==> config.mk <==
export PLATFORM = sky130hd
export DESIGN_NAME = ndp_feed_sequencer
export DESIGN_NICKNAME = d
export VERILOG_FILES = /design/src/rtl/ndp_feed_sequencer_pkg.sv /design/src/rtl/ndp_edge_detect.sv /design/src/rtl/ndp_feed_sequencer.sv
export SDC_FILE = /design/constraint.sdc
export NUM_CORES = 1
export LEC_CHECK = 0
export CORE_MARGIN = 4
export CORE_UTILIZATION = 58
export DETAILED_ROUTE_END_ITERATION = 10
export PLACE_DENSITY = 0.92
export RECOVER_POWER = 50
export SLEW_MARGIN = 30
export SYNTH_ARGS = -nofsm -noshare
export SYNTH_HDL_FRONTEND = slang
export SYNTH_SLANG_ARGS = --single-unit
==> constraint.sdc <==
create_clock -name clk -period 3.36 [get_ports clk]
set_clock_uncertainty 0.1 [all_clocks]
set_input_delay 0.504 -clock clk [delete_from_list [all_inputs] [get_ports clk]]
set_output_delay 0.504 -clock clk [all_outputs]
set_load 0.05 [all_outputs]
==> src/rtl/ndp_feed_sequencer_pkg.sv <==
`default_nettype none
// ============================================================================
// Module   : ndp_pkg
// Brief    : FSM state encoding and error-cause codes for the NDP feed sequencer
// Revision : 1.0 - initial release
// ============================================================================
package ndp_pkg;

  localparam logic [2:0] ST_IDLE     = 3'd0;
  localparam logic [2:0] ST_FEED     = 3'd1;
  localparam logic [2:0] ST_WAIT_FIN = 3'd2;
  localparam logic [2:0] ST_DRAIN    = 3'd3;
  localparam logic [2:0] ST_DONE     = 3'd4;

  // Reasons an err pulse can be raised, kept for debug visibility
  localparam logic [1:0] ERR_NONE        = 2'd0;
  localparam logic [1:0] ERR_START_EMPTY = 2'd1;
  localparam logic [1:0] ERR_WR_BLOCKED  = 2'd2;
  localparam logic [1:0] ERR_WR_WAIT_FIN = 2'd3;

endpackage
`default_nettype wire

==> src/rtl/ndp_edge_detect.sv <==
`default_nettype none
// ============================================================================
// Module   : ndp_edge_detect
// Brief    : Rising-edge detector for a level input
// Revision : 1.0 - initial release
// ============================================================================
module ndp_edge_detect (
  input  logic clk,
  input  logic reset,
  input  logic level_in,
  output logic rise_out
);

  logic level_q;

  always_ff @(posedge clk or posedge reset) begin
    if (reset) level_q <= 1'b0;
    else       level_q <= level_in;
  end

  assign rise_out = level_in & ~level_q;

endmodule
`default_nettype wire

==> src/rtl/ndp_feed_sequencer.sv <==
`default_nettype none
// ============================================================================
// Module   : ndp_feed_sequencer
// Brief    : Streams filled scratch-pad layers into the NDP unit, multi-tile
// Revision : 1.0 - initial release
// ============================================================================
module ndp_feed_sequencer
  import ndp_pkg::*;
#(
  parameter int NUM_LAYERS = 32,
  parameter int LAYER_AW   = $clog2(NUM_LAYERS),
  parameter int CNT_W      = $clog2(NUM_LAYERS + 1)
) (
  input  logic                clk,
  input  logic                reset,
  input  logic                start_in,
  input  logic                finish_in,
  input  logic                wr_en,
  input  logic [LAYER_AW-1:0] wr_layer,
  input  logic                unit_calc_done,
  output logic [LAYER_AW-1:0] rd_layer,
  output logic                unit_lock,
  output logic                unit_in_done,
  output logic                unit_clr,
  output logic                hready,
  output logic                busy,
  output logic                calc_done_flag,
  output logic                err
);

  localparam logic [CNT_W-1:0]  FILL_MAX = CNT_W'(NUM_LAYERS);
  localparam logic [LAYER_AW:0] LIM_EXT  = (LAYER_AW + 1)'(NUM_LAYERS);

  logic start_e, finish_e;

  ndp_edge_detect u_start_edge (
    .clk      (clk),
    .reset    (reset),
    .level_in (start_in),
    .rise_out (start_e)
  );

  ndp_edge_detect u_finish_edge (
    .clk      (clk),
    .reset    (reset),
    .level_in (finish_in),
    .rise_out (finish_e)
  );

  logic [2:0]          state_q, state_d;
  logic [CNT_W-1:0]    fill_q, fill_d;
  logic [CNT_W-1:0]    rem_q, rem_d;
  logic [LAYER_AW-1:0] rd_layer_q, rd_layer_d;
  logic                lock_q, lock_d;
  logic                in_done_q, in_done_d;
  logic                clr_q, clr_d;
  logic                hready_q, hready_d;
  logic                flag_q, flag_d;
  logic                err_q, err_d;

  logic [LAYER_AW:0]   w_wr_plus1;
  logic [CNT_W-1:0]    w_wr_fill;
  logic                w_host_ok;
  logic                w_launch;

  // Written layer index as a fill count, clamped to the layer capacity
  assign w_wr_plus1 = {1'b0, wr_layer} + (LAYER_AW + 1)'(1);
  assign w_wr_fill  = (w_wr_plus1 > LIM_EXT) ? FILL_MAX : CNT_W'(w_wr_plus1);
  assign w_host_ok  = (state_q == ST_IDLE) || (state_q == ST_DONE);

  always_comb begin
    state_d    = state_q;
    fill_d     = fill_q;
    rem_d      = rem_q;
    rd_layer_d = rd_layer_q;
    lock_d     = lock_q;
    in_done_d  = in_done_q;
    clr_d      = 1'b0;
    hready_d   = hready_q;
    flag_d     = flag_q;
    err_d      = 1'b0;
    w_launch   = 1'b0;

    if (wr_en) begin
      if (w_host_ok) begin
        if (w_wr_fill > fill_q) fill_d = w_wr_fill;
      end else if (state_q != ST_WAIT_FIN) begin
        err_d = 1'b1;
      end
    end

    case (state_q)
      ST_IDLE: begin
        if (start_e) begin
          if (fill_q == '0) err_d = 1'b1;
          else              w_launch = 1'b1;
        end
      end
      ST_FEED: begin
        if (rem_q == CNT_W'(1)) begin
          lock_d  = 1'b1;
          state_d = ST_WAIT_FIN;
        end else begin
          rd_layer_d = rd_layer_q + LAYER_AW'(1);
          rem_d      = rem_q - CNT_W'(1);
        end
      end
      ST_WAIT_FIN: begin
        if (finish_e) begin
          in_done_d = 1'b1;
          state_d   = ST_DRAIN;
          if (wr_en) err_d = 1'b1;
        end else if (wr_en) begin
          // Host starts a new tile: the write is dropped and must be retried
          err_d    = 1'b1;
          hready_d = 1'b1;
          fill_d   = '0;
          state_d  = ST_IDLE;
        end else if (start_e) begin
          w_launch = 1'b1;
        end
      end
      ST_DRAIN: begin
        if (unit_calc_done) begin
          flag_d   = 1'b1;
          hready_d = 1'b1;
          state_d  = ST_DONE;
        end
      end
      ST_DONE: begin
        if (start_e) begin
          clr_d     = 1'b1;
          flag_d    = 1'b0;
          in_done_d = 1'b0;
          if (fill_q == '0) begin
            err_d   = 1'b1;
            state_d = ST_IDLE;
          end else begin
            w_launch = 1'b1;
          end
        end
      end
      default: state_d = ST_IDLE;
    endcase

    if (w_launch) begin
      state_d    = ST_FEED;
      hready_d   = 1'b0;
      rd_layer_d = '0;
      rem_d      = fill_q;
      lock_d     = 1'b0;
    end
  end

  always_ff @(posedge clk or posedge reset) begin
    if (reset) begin
      state_q    <= ST_IDLE;
      fill_q     <= '0;
      rem_q      <= '0;
      rd_layer_q <= '0;
      lock_q     <= 1'b1;
      in_done_q  <= 1'b0;
      clr_q      <= 1'b0;
      hready_q   <= 1'b1;
      flag_q     <= 1'b0;
      err_q      <= 1'b0;
    end else begin
      state_q    <= state_d;
      fill_q     <= fill_d;
      rem_q      <= rem_d;
      rd_layer_q <= rd_layer_d;
      lock_q     <= lock_d;
      in_done_q  <= in_done_d;
      clr_q      <= clr_d;
      hready_q   <= hready_d;
      flag_q     <= flag_d;
      err_q      <= err_d;
    end
  end

  assign rd_layer       = rd_layer_q;
  assign unit_lock      = lock_q;
  assign unit_in_done   = in_done_q;
  assign unit_clr       = clr_q;
  assign hready         = hready_q;
  assign calc_done_flag = flag_q;
  assign err            = err_q;
  assign busy           = (state_q == ST_FEED) || (state_q == ST_WAIT_FIN) ||
                          (state_q == ST_DRAIN);

endmodule
`default_nettype wire

After elaboration in Yosys (flattened, before gate mapping). Index checks and enable logic that the tools add are counted. Widths: inputs -> output; s select.

Mux-type cells: 47. Magnitude comparators: 2. Reduce and logical (&&, ||, !) cells: 17. Bitwise operators: 4. Add/subtract/negate cells: 3. Eq/ne operators: 18.

Operators by type and width (number): $mux 6 (10); $mux 1 (21); $mux 3 (7); $mux 5 (3); $ne 3x3->1 const B (5); $pmux 3 s5 (1); $ne 2x2->1 const B (5); $pmux 1 s2 (5); $reduce_bool 2->1 (4); $add 5x1->6 const B (1); $eq 3x2->1 const B (2); $eq 6x1->1 const B (1); $gt 6x6->1 (1); $gt 6x6->1 const B (1); $logic_not 6->1 (1); $ne 3x2->1 const B (2); $reduce_and 3->1 (2); $reduce_and 6->1 (1); $sub 6x1->6 const B (1); $add 5x1->5 const B (1); $ne 4x4->1 const B (1); $reduce_and 2->1 (2); $reduce_and 4->1 (1); $eq 3x1->1 const B (1); 7 further kinds (11).

Register bits: 28.

Depth between registers and ports, before layout. Gate-level depths: netlist of the first run.

Word-level depth: 10. Gate-level depth with buffers: 9. Mapped depth without buffers: 9.

By module. A second synthesis of the first run with hierarchy kept.

Cell total of the unflattened synthesis: 175. Area, all modules: 1675.4 µm².

By module, submodules not included: ndp_feed_sequencer (times used 1, seq. area each 653.1 µm², cells each 169, area each 1590.3 µm²); ndp_edge_detect (times used 2, seq. area each 25.0 µm², cells each 3, area each 42.5 µm²).

Least setup slack after synthesis of the first run. No wires, ideal clock.

Path type: input port to flip-flop. Start: in wr_layer[0]. End: reg fill_q[0]. Setup time: 0.066 ns. Setup slack: 0.936 ns. Arrival time: 2.258 ns. Path buffers: 0. Data required time: 3.194 ns. Cell stages on the path: 8. Path through: and3_1 > and3_1 > nor2_1 > ha_1 > o21ai_0 > o22ai_1 > o32ai_1 > a22o_1.

Word-level cells in the longest chain between the ends: 10.

RTL lines: start, declared (line ndp_feed_sequencer.sv:19) `input logic [LAYER_AW-1:0] wr_layer,`; $add 5x1->6 (*) (line ndp_feed_sequencer.sv:67) `assign w_wr_plus1 = {1'b0, wr_layer} + (LAYER_AW + 1)'(1);`; $gt 6x6->1 (line ndp_feed_sequencer.sv:68) `assign w_wr_fill = (w_wr_plus1 > LIM_EXT) ? FILL_MAX : CNT_W'(w_wr_plus1);`; $mux 6 (*) (line ndp_feed_sequencer.sv:68); $gt 6x6->1 (line ndp_feed_sequencer.sv:86) `if (w_wr_fill > fill_q) fill_d = w_wr_fill;`; $mux 6 (*) (line ndp_feed_sequencer.sv:86); $mux 6 (*) (line ndp_feed_sequencer.sv:85) `if (w_host_ok) begin`; $mux 6 (*) (line ndp_feed_sequencer.sv:84) `if (wr_en) begin`; $mux 6 (line ndp_feed_sequencer.sv:113) `end else if (wr_en) begin`; $mux 6 (line ndp_feed_sequencer.sv:109) `if (finish_e) begin`; $mux 6 (*) (line ndp_feed_sequencer.sv:92) `case (state_q)`; net fill_d[0] (line ndp_feed_sequencer.sv:51) `logic [CNT_W-1:0] fill_q, fill_d;`; end signal, assigned (line ndp_feed_sequencer.sv:169) `fill_q <= fill_d;`; end, declared (line ndp_feed_sequencer.sv:51).

The timed path passes the listed nets; every way through them passes the cells marked *. A chain may end at the register's enable or synchronous reset.

Worst setup path in the final report of the first run.
Start: in wr_layer[0]. End: reg fill_q[4].

Same word-level chain as after synthesis.

==> results of run 1 <==
-- power breakdown --
group | internal (uW) | leakage, uW | total [uW] | switching [uW]
Sequential | 462 | 0.000354 | 620 | 158
Combinational | 408 | 0.000466 | 964 | 556
Clock | 66.3 | 0.0000210 | 165 | 98.7
-- path summary, 6_finish.rpt --
kind | slack, ps | depth (start not counted) | from | to
worst max-delay path | 730 | 10 | wr_layer[0] | fill_q[4]
worst min-delay path | 390 | 2 | hready | hready
worst max register to register | 1200 | 4 | state_q[1] | rem_q[3]
worst min register to register | 390 | 2 | hready | hready
max in group asynchronous | 1810 | 2 | reset | rem_q[0]
min in group asynchronous | 730 | 2 | reset | state_q[2]
-- layout by cell type, fill, tap and decap left out, drive strengths merged, types with 3 or more instances in the layout --
master,instances
mux2,3
nand2b,3
a221o,5
and3,3
dfrtp,26
a21oi,10
inv,14
nor2,17
nor2b,3
nand3,3
nand2,9
ha,10
dlygate4sd3,3
nor3b,5
clkbuf,4
clkdlybuf4s50,19
o21ai,7
xor2,4
a22o,6
-- cells by family after synthesis --
logic type | Yosys count
flops | 28
xor+xnor | 5
fa+ha+maj | 10
buf+inv | 21
mux | 3
compound gates | 45
simple gates | 57
-- cell type report --
cell class / instances / area share (%)
clock buffer: 4 / 1.865
sequential: 28 / 36.14
inverter: 14 / 2.701
timing repair buffer: 24 / 12.09
tap: 31 / 1.994
multi-input combinational: 120 / 45.21
-- registers in the layout, indices dropped and copies added, names as in the netlist --
signal	flops
fill_q	6
rem_q	6
rd_layer	5
state_q	3
calc_done_flag	1
err	1
hready	1
u_finish_edge.level_q	1
u_start_edge.level_q	1
unit_clr	1
unit_in_done	1
unit_lock	1
-- metrics by stage --
stage | worst slack [ps] | utilization, %
after floorplan | 935.9 | -
after global placement | 520.1 | 69.37
after detailed placement | 392.8 | 69.37
after CTS | 741.4 | 70.69
after global routing | 559.2 | 70.55
final | 726.2 | 70.55
-- synth_stat cells (all sizes together) (3+ instances only) --
master,count,area share [%]
buf,5,2.4
mux2,3,2.0
dfrtp,26,39
and3,3,1.1
nor3b,5,2.5
o21ai,7,2.3
a221o,5,3.2
a22o,6,3.1
nand2b,3,1.1
ha,10,7.4
xor2,4,2.1
nor2b,3,1.1
nor2,17,3.8
a21oi,10,3.2
nand2,9,2.0
nand3,3,0.89
inv,14,3.1
-- per-layer routing --
metal	track usage, %	up-vias	routed length (um)
met5	0	-	0
met3	1.240	6	162
met1	25.55	679	1485
met4	8.485	0	52
met2	40.81	45	1968
li1	-	656	-
-- tightest hold or removal path: cells and delay by family (launching register included) --
family | cells | cell delay [ps]
DFF | 1 | 400
AOI/OAI and AO/OA | 1 | 60
buffers and inverters | 1 | 50
==> results.toml, run 1 <==
[outcome]
status = "finished clean"

[logic_synthesis]
synth_simple_gate_area_share_pct = 20.40
yosysSeqAreaShare_pct = 41.69
synth.distinct_cells = 50
syn_nets = 190
syn_area_per_cell_um2 = 9.980
synth-main-ff-cell = "dfrtp_1"
yosys_warnings = 0
synth.cell_area_um2 = 1687
synth_top_family_by_area = "simple AND/OR/NAND/NOR gates"
synth-compound-area-share_pct = 19.96
synth_mux_area_share_pct = 2.003
syn-instance-count = 169
synth_edf_count = 0
synth_adder_area_share_pct = 7.418
synth-seq-cells = 28
synthXorXnorAreaFrac_pct = 2.596
ys_async_sr_fraction_pct = 100.0

[final_layout]
seqCellArea_um2 = 703.2
final_cells = 221
fill_cells = 215
multi_input_area_um2 = 879.6
drive_above_1_share_pct = 11.58
fin_area_um2 = 1946
num_antenna_cells = 0
final_nets = 212
area_growth_pct = 15.36

[sta]
period_minus_slack_ps = 2634
timing.final.crit_share_pct = 78.39
finalSetupViolations = 0
maxSlewHeadroom_pct = 31.90
rsz0062_at_grt = "false"
finalSetupTns_ps = 0
finalMaxSlewViolations = 0
clock.fmax_ghz = 0.3797
tightest_slew_ps = 1020
hold_viol = 0
hold_slack_ps = 387.6

[route]
dr.pass1.iters = 4
drtIter0Drc = 103
ant_nets = 0
routedWlPerCell_um = 16.60
vias = 1386
route.detailed.drc = 0
wl_um = 3669
viasPerCell = 6.271

[global_routing]
antenna_found_initial = 0
grt_usage_pct = 21.69
grt_pass1_wl_um = 6223
grt-ovfl-total = 0
grt_max_degree = 29
grt_pass1_vias = 1459

[clocking]
clock-sinks = 28
clock_path_buffers = 2
post_cts_buffers = 0
cts_hold_buf = 0
clkSlewWorstSetupHoldPaths_ps = 150
numCtsBuffers = 3
cts_resized = 0
htree_num_levels = 1
cts_tree = "built"
clk_latency_ps = 330
clockRootBuffer = "clkbuf_4"

[setup_path]
path_class = "in2reg"
cp-start-kind = "input port"
cp.arrival_ps = 2760
slowest_delay_ps = 530
cp_cell_sequence = "clkdlybuf4s50_1, ha_1, nand3_1, xor2_1, nor2_1, ha_1, o21ai_0, nor2_1, o31a_1, a22o_1"
cp_max_fo = 6
crit_buf_inv = 1
cp_top_family = "compound AO/OA/AOI/OAI gates"
worst_ep_required_time_ps = 3490
cp_slowest_cell = "clkdlybuf4s50_1"
cp-end-kind = "register"

[power]
pwr_density_cell_nw_per_um2 = 899.0
leakage_uw = 0.0008413
power_uw = 1749
ir_drop_mv = 0.6739

[floorplanning]
fp.dieH_um = 61.93
die_w_um = 61.93
ios = 23
die_area_um2 = 3835
fp.coreArea_um2 = 2758
num_rows = 19
initial_utilization_pct = 61.16

[placed_design]
place_area_um2 = 1913
port_buffers = 22
dp_hpwl_um = 2805
gp_congestion = 0.8840
dp.cells = 217

[job]
drv_cap = 0

[hold_path]
hold_class = "reg2reg"
No activity file was read; power rests on OpenSTA's default activity.
==> run 2, diff against run 1 <==
CORE_UTILIZATION = 49   (was 58)
PLACE_DENSITY = 0.83   (was 0.92)
clock period = 2.35 ns   (was 3.36 ns; I/O delays follow)
==> results.toml, run 2 (synthesis results as in run 1) <==
[sta]
period_minus_slack_ps = 2256
hold_viol = 0
finalSetupViolations = 0
clock.fmax_ghz = 0.4432
finalMaxSlewViolations = 0
tightest_slew_ps = 1494
hold_slack_ps = 358.5
maxSlewHeadroom_pct = 0.3698
timing.final.crit_share_pct = 96.01

[clocking]
numCtsBuffers = 3
clock-sinks = 28
clkSlewWorstSetupHoldPaths_ps = 140
htree_num_levels = 1
clk_latency_ps = 340
cts_tree = "built"
clockRootBuffer = "clkbuf_4"
clock_path_buffers = 2
cts_hold_buf = 0

[floorplanning]
die_w_um = 66.67
fp.dieH_um = 66.67
die_area_um2 = 4445
fp.coreArea_um2 = 3337
num_rows = 21
ios = 23
initial_utilization_pct = 50.54

[setup_path]
cp_slowest_cell = "clkdlybuf4s50_1"
cp_top_family = "compound AO/OA/AOI/OAI gates"
cp.arrival_ps = 2390
cp_cell_sequence = "clkdlybuf4s50_1, nand3_1, xor2_1, nor2_2, ha_4, nand4_1, o211a_1, o31a_1, a22o_1"
cp-end-kind = "register"
crit_buf_inv = 1
worst_ep_required_time_ps = 2490
slowest_delay_ps = 550
cp_max_fo = 6
path_class = "in2reg"
cp-start-kind = "input port"

[global_routing]
grt_pass1_wl_um = 6354
grt_usage_pct = 18.85
antenna_found_initial = 0
grt_pass1_vias = 1446
grt-ovfl-total = 0
grt_max_degree = 29

[final_layout]
fill_cells = 279
mostFrequentLayoutCell = "dfrtp_1"
multi_input_area_um2 = 967.2
seqCellArea_um2 = 703.2
final_nets = 222
final_cell_mix = "26 x dfrtp_1, 16 x nor2_1, 15 x clkdlybuf4s50_1"
area_growth_pct = 26.04
drive_above_1_share_pct = 21.00
num_antenna_cells = 0

[job]
drv_cap = 1

[route]
dr.pass1.iters = 4
wl_um = 3783
drtIter0Drc = 63
ant_nets = 0
route.detailed.drc = 0
vias = 1393
viasPerCell = 5.663
routedWlPerCell_um = 15.38

[power]
ir_drop_mv = 0.4990
pwr_density_cell_nw_per_um2 = 1219
power_uw = 2591
leakage_uw = 0.0009231

[hold_path]
hold_class = "in2reg"

[placed_design]
dp_hpwl_um = 2888
port_buffers = 22
gp_congestion = 0.8773

[outcome]
status = "finished with violations"
violations = "capacitance limit"
run 2: cell count changes in the layout (fill, tap and decap cells not counted), moves of 2 or more:
| cell | change |
|---|---|
| and3_1 | -2 |
| and3_4 | +2 |
| buf_4 | +8 |
| clkbuf_1 | +2 |
| clkdlybuf4s50_1 | -4 |
| dlymetal6s2s_1 | +3 |
| ha_1 | -2 |
run 2: metal layers:
| layer | routed length (um) | vias up | global-route usage (%) |
|---|---|---|---|
| met5 | 0 | - | 0 |
| met4 | 63 | 0 | 6.599 |
| met3 | 119 | 6 | 1.518 |
| met2 | 2025 | 32 | 35.52 |
| met1 | 1574 | 678 | 22.02 |
| li1 | - | 677 | - |
run 2: worst reg2reg max path, stage by stage, from the launching register on:
cell	delay, ps
dfrtp_1	440
inv_1	100
ha_1	170
or4b_4	510
o21a_1	230
nor3_2	380
a221o_2	230
run 2: final timing paths:
check / start / to / slack [ps] / cells past startpoint
max: wr_layer[3] / fill_q[0] / 90 / 9
max reg2reg: rem_q[1] / rem_q[1] / 160 / 6
min reg2reg: hready / hready / 390 / 2
min: wr_layer[1] / fill_q[1] / 360 / 3
min in group asynchronous: reset / state_q[1] / 840 / 3
max in group asynchronous: reset / rem_q[3] / 440 / 3
run 2: what timing repair did:
item | CTS | global route
resized for setup | 5 | 15
pin swaps | 4 | 11
cloned | 0 | 0
setup buffers | 1 | 1
endpoints found under the setup margin | 7 | 6
run 2: metrics by stage:
step	TNS (ps)	setup WS, ps	area, um^2	std cells	util (%)
2_1_floorplan	0	77.45	1687	169	-
3_3_place_gp	-1931	-322.2	1999	241	59.92
3_5_place_dp	-2544	-428.8	1999	241	59.92
4_1_cts	0	11.15	2053	246	61.53
5_1_grt	-4.619	-4.619	2126	246	63.70
6_report	0	93.72	2126	246	63.70
run 2: layout make-up:
type	instances	area share [%]
sequential	28	33.08
multi-input combinational	120	45.50
timing repair buffer	34	14.54
tap	46	2.707
inverter	14	2.472
clock buffer	4	1.707
run 2: power by group:
part / internal (uW) / switching (uW) / total [uW]
combinational: 641 / 822 / 1460
sequential: 661 / 227 / 888
clock: 95.0 / 145 / 240
total: 1400 / 1190 / 2590
==> patch 1, RTL diff (settings of run 1) <==
Put one more register stage on the output `err`, without a reset. The value now appears one clock later. The other outputs are not delayed to match.
--- a/src/rtl/ndp_feed_sequencer.sv
+++ b/src/rtl/ndp_feed_sequencer.sv
@@ -185,5 +185,7 @@
   assign hready         = hready_q;
   assign calc_done_flag = flag_q;
-  assign err            = err_q;
+  always_ff @(posedge clk) begin
+    err <= err_q;
+  end
   assign busy           = (state_q == ST_FEED) || (state_q == ST_WAIT_FIN) ||
                           (state_q == ST_DRAIN);
Check against the original RTL: not equivalent (a bounded check fails within 4 cycles, from zero or initial values and one cycle with reset high).
==> patch 1 against run 1 <==
Hold slack got worse by 130 ps; design area increased by 3.3%; sequential cell count increased by 1; power increased by 5.5%; routed wire length increased by 0.22%; synthesized area increased by 2.3%; global-route usage decreased by 0.44 points; worst setup slack got worse by 19 ps; critical path type is now flop to output port.
==> patch 1: results (changes against run 1) <==
stage,metric,value,unit,change
logic_synthesis,ys_seq_area_share,41.9,%,+0.22 points
timing,period_share,79.0,%,+0.57 points
worst_setup_path,path_delay_family,buffers and inverters,,
detailed_routing,vias,1412,,+1.9%
global_routing,grt_max_degree,29,,unchanged
power_and_ir_drop,switchingPower,851,uW,+4.7%
placement,gp_congestion,0.880,,-0.44%
detailed_routing,drt-initial-drc-count,64,,-38%
global_routing,grt_pass1_wl,6.62,mm,+6.4%
logic_synthesis,async_flop_share,96.6,%,-3.4 points
logic_synthesis,synthTopCellsByCount,"dfrtp_1, inv_1, nand2_1, nor2_1, ha_1",,
cells_and_area,layout-drive-gt1-share,11.4,%,-0.19 points
clocking,numCtsBuffers,5,,+2
worst_setup_path,cp_max_fo,11,,+5
clocking,clk_pin_slew,80,ps,-70 ps
placement,port_buffers,22,,unchanged
timing,worst_pin_slew,1040,ps,+19.0 ps
clocking,cts.path.max_buffers,2,,unchanged
cells_and_area,antenna_cells,0,,unchanged
global_routing,antenna_found_initial,0,,unchanged
global_routing,grt_pass1_vias,1490,,+2.1%
detailed_routing,drc,0,,unchanged
worst_hold_path,hp-class,flop to flop,,
placement,placed_area,0.00195,mm^2,+2.0%
logic_synthesis,syn_nets,198,,+4.2%
logic_synthesis,yosysWarningCount,0,,unchanged
clocking,cts_resized,0,,unchanged
placement,dp_worst_setup_slack,403,ps,+10.6 ps
logic_synthesis,synth_ff_type,dfrtp_1,,
clocking,root_buffer,clkbuf_4,,
detailed_routing,detail_route.wl_per_cell,15.8,um,-4.9%
clocking,htreeDepth,2,,+1
power_and_ir_drop,vdd_ir_drop_max,0.411,mV,-39%
worst_setup_path,max_stage_delay,830,ps,+300 ps
logic_synthesis,yosysUniqueCellTypes,47,,-6.0%
clocking,cts_setup_buffers,0,,unchanged
worst_setup_path,ff2ff_setup_slack,1130,ps,-70 ps
worst_setup_path,cpMaxStageDelayCell,clkdlybuf4s50_1,,
run_status,status,finished clean,,
global_routing,grtUsageTotal,21.2,%,-0.44 points
logic_synthesis,yosys-top-cells-area,"dfrtp_1, ha_1, inv_1",,
detailed_routing,firstDrtPassIters,4,,unchanged
power_and_ir_drop,p_leak,0.892,nW,+6.1%
placement,hpwl,2.82,mm,+0.65%
cells_and_area,nets,222,,+4.7%
## patch 1: logic make-up after synthesis
kind of cell | Yosys count | share of synthesized area [%]
muxes | 8 | 4.93
and+or+nand+nor | 65 | 22.3
DFF | 29 | 41.9
adders and majority gates | 10 | 7.25
AOI/OAI and AO/OA | 39 | 15.4
buffers and inverters | 21 | 5.58
xor gates and xnor gates | 5 | 2.54
## patch 1: routing by layer
layer	track usage [%]	up-vias	part of all wire (%)
li1	-	688	-
met1	25.2	679	42
met2	36.4	39	52
met3	6.12	6	4.6
met4	7.99	0	1.6
met5	0	-	0
## patch 1: area by class of cell
class                           count  area (um^2)
Multi-Input combinational cell    127          906
Fill cell                         223          795
Sequential cell                    29          723
Timing Repair Buffer               23          228
Clock buffer                        8         58.8
Inverter                           15         56.3
Tap cell                           31         38.8
## patch 1: worst paths after layout
path                          endpoint  cells past startpoint  startpoint
setup / recovery                  busy                      3  state_q[1]
hold / removal                     err                      0       err_q
setup reg to reg              rem_q[4]                      4  state_q[1]
hold reg to reg                    err                      0       err_q
max in group asynchronous  rd_layer[4]                      2       reset
min in group asynchronous   state_q[2]                      2       reset
## patch 1: power groups by stage
stage	logic [mW]	registers [mW]	clock network [mW]
after floorplan	0.627	0.735	0
after global placement	0.923	0.646	0
after detailed placement	0.971	0.659	0
after CTS	0.976	0.652	0.226
after global routing	1.06	0.679	0.248
final	0.970	0.655	0.219
## patch 1: per-stage QoR
step                      util, %  total power [mW]  cells  hold slack (ps)
after floorplan                 -              1.36    177              224
after global placement       69.6              1.57    225              228
after detailed placement     69.6              1.63    225              240
after CTS                    71.7              1.85    233              260
after global routing         71.7              1.99    233              293
final                        71.7              1.85    233              260
==> patch 2, RTL diff (settings of run 1) <==
Made on the original files. `NUM_LAYERS`: 32 -> 64.
--- a/src/rtl/ndp_feed_sequencer.sv
+++ b/src/rtl/ndp_feed_sequencer.sv
@@ -8,5 +8,5 @@
   import ndp_pkg::*;
 #(
-  parameter int NUM_LAYERS = 32,
+  parameter int NUM_LAYERS = 64,
   parameter int LAYER_AW   = $clog2(NUM_LAYERS),
   parameter int CNT_W      = $clog2(NUM_LAYERS + 1)
Interface: changed (resized rd_layer and wr_layer); port bits go from 23 to 25. The function was not compared with the original's and may differ.
==> patch 2 against run 1 <==
The run now ends with max-capacitance violations, max-slew violations left; critical path depth rose by 1; power fell by 11%; design area rose by 11%; clock power rose by 21%; routed wire length rose by 1.3%; register-to-register slack improved by 90 ps; synthesized area rose by 7.5%; sequential cell count rose by 3; die area rose by 6.5%; maximum frequency fell by 7.0%; worst setup slack got worse by 200 ps; count of clock-buffer cells in the layout rose by 1.
==> patch 2: results (changes against run 1) <==
stage,metric,value,unit,change
run_status,status,"complete, but fails checks",,
run_status,failed_checks,"max-capacitance violations, max-slew violations",,
logic_synthesis,syn_nets,213,,+12%
clocking,cts.path.max_buffers,2,,unchanged
logic_synthesis,yosysWarningCount,0,,unchanged
cells_and_area,layout-drive-gt1-share,9.01,%,-2.6 points
detailed_routing,viasPerCell,5.76,,-8.2%
global_routing,grt_pass1_vias,1487,,+1.9%
logic_synthesis,ys_seq_area_share,42.9,%,+1.2 points
placement,gp_congestion,0.912,,+3.1%
power_and_ir_drop,vdd_ir_drop_max,0.398,mV,-41%
detailed_routing,drt-initial-drc-count,69,,-33%
clocking,clk_pin_slew,90,ps,-60 ps
job,cap_violations,1,,+1
logic_synthesis,yosys-top-cells-area,"dfrtp_1, ha_1, nor2_1",,
placement,port_buffers,24,,+9.1%
clocking,htreeDepth,2,,+1
logic_synthesis,synthTopCellsByCount,"dfrtp_1, nor2_1, nand2_1",,
global_routing,grt_max_degree,32,,+10%
worst_setup_path,crit_arrival,2990,ps,+230 ps
cells_and_area,nets,244,,+15%
clocking,cts_setup_buffers,0,,unchanged
placement,hpwl,2.85,mm,+1.5%
clocking,numCtsBuffers,5,,+2
global_routing,grt_pass1_wl,6.38,mm,+2.4%
timing,slew_headroom,-6.37,%,-38 points
global_routing,grtUsageTotal,19.8,%,-1.9 points
power_and_ir_drop,p_leak,0.950,nW,+13%
detailed_routing,routed_wl,3.72,mm,+1.3%
global_routing,antenna_found_initial,0,,unchanged
cells_and_area,fillers,225,,+4.7%
logic_synthesis,yosysUniqueCellTypes,45,,-10%
timing,final_max_slew_viol_count,32,,+32
patch 2: stage by stage:
step | area [um^2] | utilization (%) | std cells | setup WS (ps)
after floorplan | 1810 | - | 190 | 1030
after CTS | 2160 | 71.4 | 266 | 567
after global placement | 2110 | 69.7 | 258 | 416
after detailed placement | 2110 | 69.7 | 258 | 232
final | 2160 | 71.3 | 266 | 528
after global routing | 2160 | 71.3 | 266 | 375
patch 2: cell families after synthesis:
family,count (synthesis),share of synthesized area [%]
xor gates and xnor gates,9,4.35
and+or+nand+nor,69,20.2
AOI/OAI and AO/OA,50,18.8
DFF,31,42.9
muxes,4,2.35
adders and majority gates,11,7.59
buffers and inverters,16,3.80
patch 2: worst max-delay path, stage by stage:
cell and delay, ps:
clkdlybuf4s50_1 560, ha_1 260, nand2_1 80, nor2_1 230, nor2_1 120, ha_1 280, nand4_1 120, o21ai_0 190
a21oi_1 70, o21ai_1 370, a22o_1 200
patch 2: power breakdown:
| part | switching [mW] | internal, mW |
|---|---|---|
| Combinational | 0.422 | 0.312 |
| Sequential | 0.138 | 0.492 |
| Clock | 0.122 | 0.0777 |
patch 2: layout make-up:
class / instances / area (um^2) / share of cell area (%)
inverters: 13 / 48.8 / 2.26
repair buffers: 27 / 259 / 12.0
clock buffers: 5 / 37.5 / 1.74
well taps: 44 / 55.1 / 2.55
flip-flops and latches: 31 / 778 / 36.0
clock inverters: 3 / 15.0 / 0.695
multi-input cells: 143 / 966 / 44.7
patch 2: worst paths after layout:
kind | startpoint | slack, ps | endpoint | depth (start not counted)
worst max-delay path | wr_layer[0] | 530 | fill_q[3] | 11
worst min-delay path | hready | 420 | hready | 2
worst max register to register | fill_q[1] | 1290 | rem_q[1] | 5
worst min register to register | hready | 420 | hready | 2
max in group asynchronous | reset | 1160 | fill_q[0] | 3
min in group asynchronous | reset | 1080 | rem_q[6] | 3
patch 2: metal layers:
layer | part of all wire [%] | track usage (%) | up-vias
met2 | 48 | 33.3 | 60
li1 | - | - | 741
met3 | 6.2 | 3.16 | 8
met1 | 43 | 24.0 | 723
met5 | 0 | 0 | -
met4 | 2.1 | 11.1 | 0
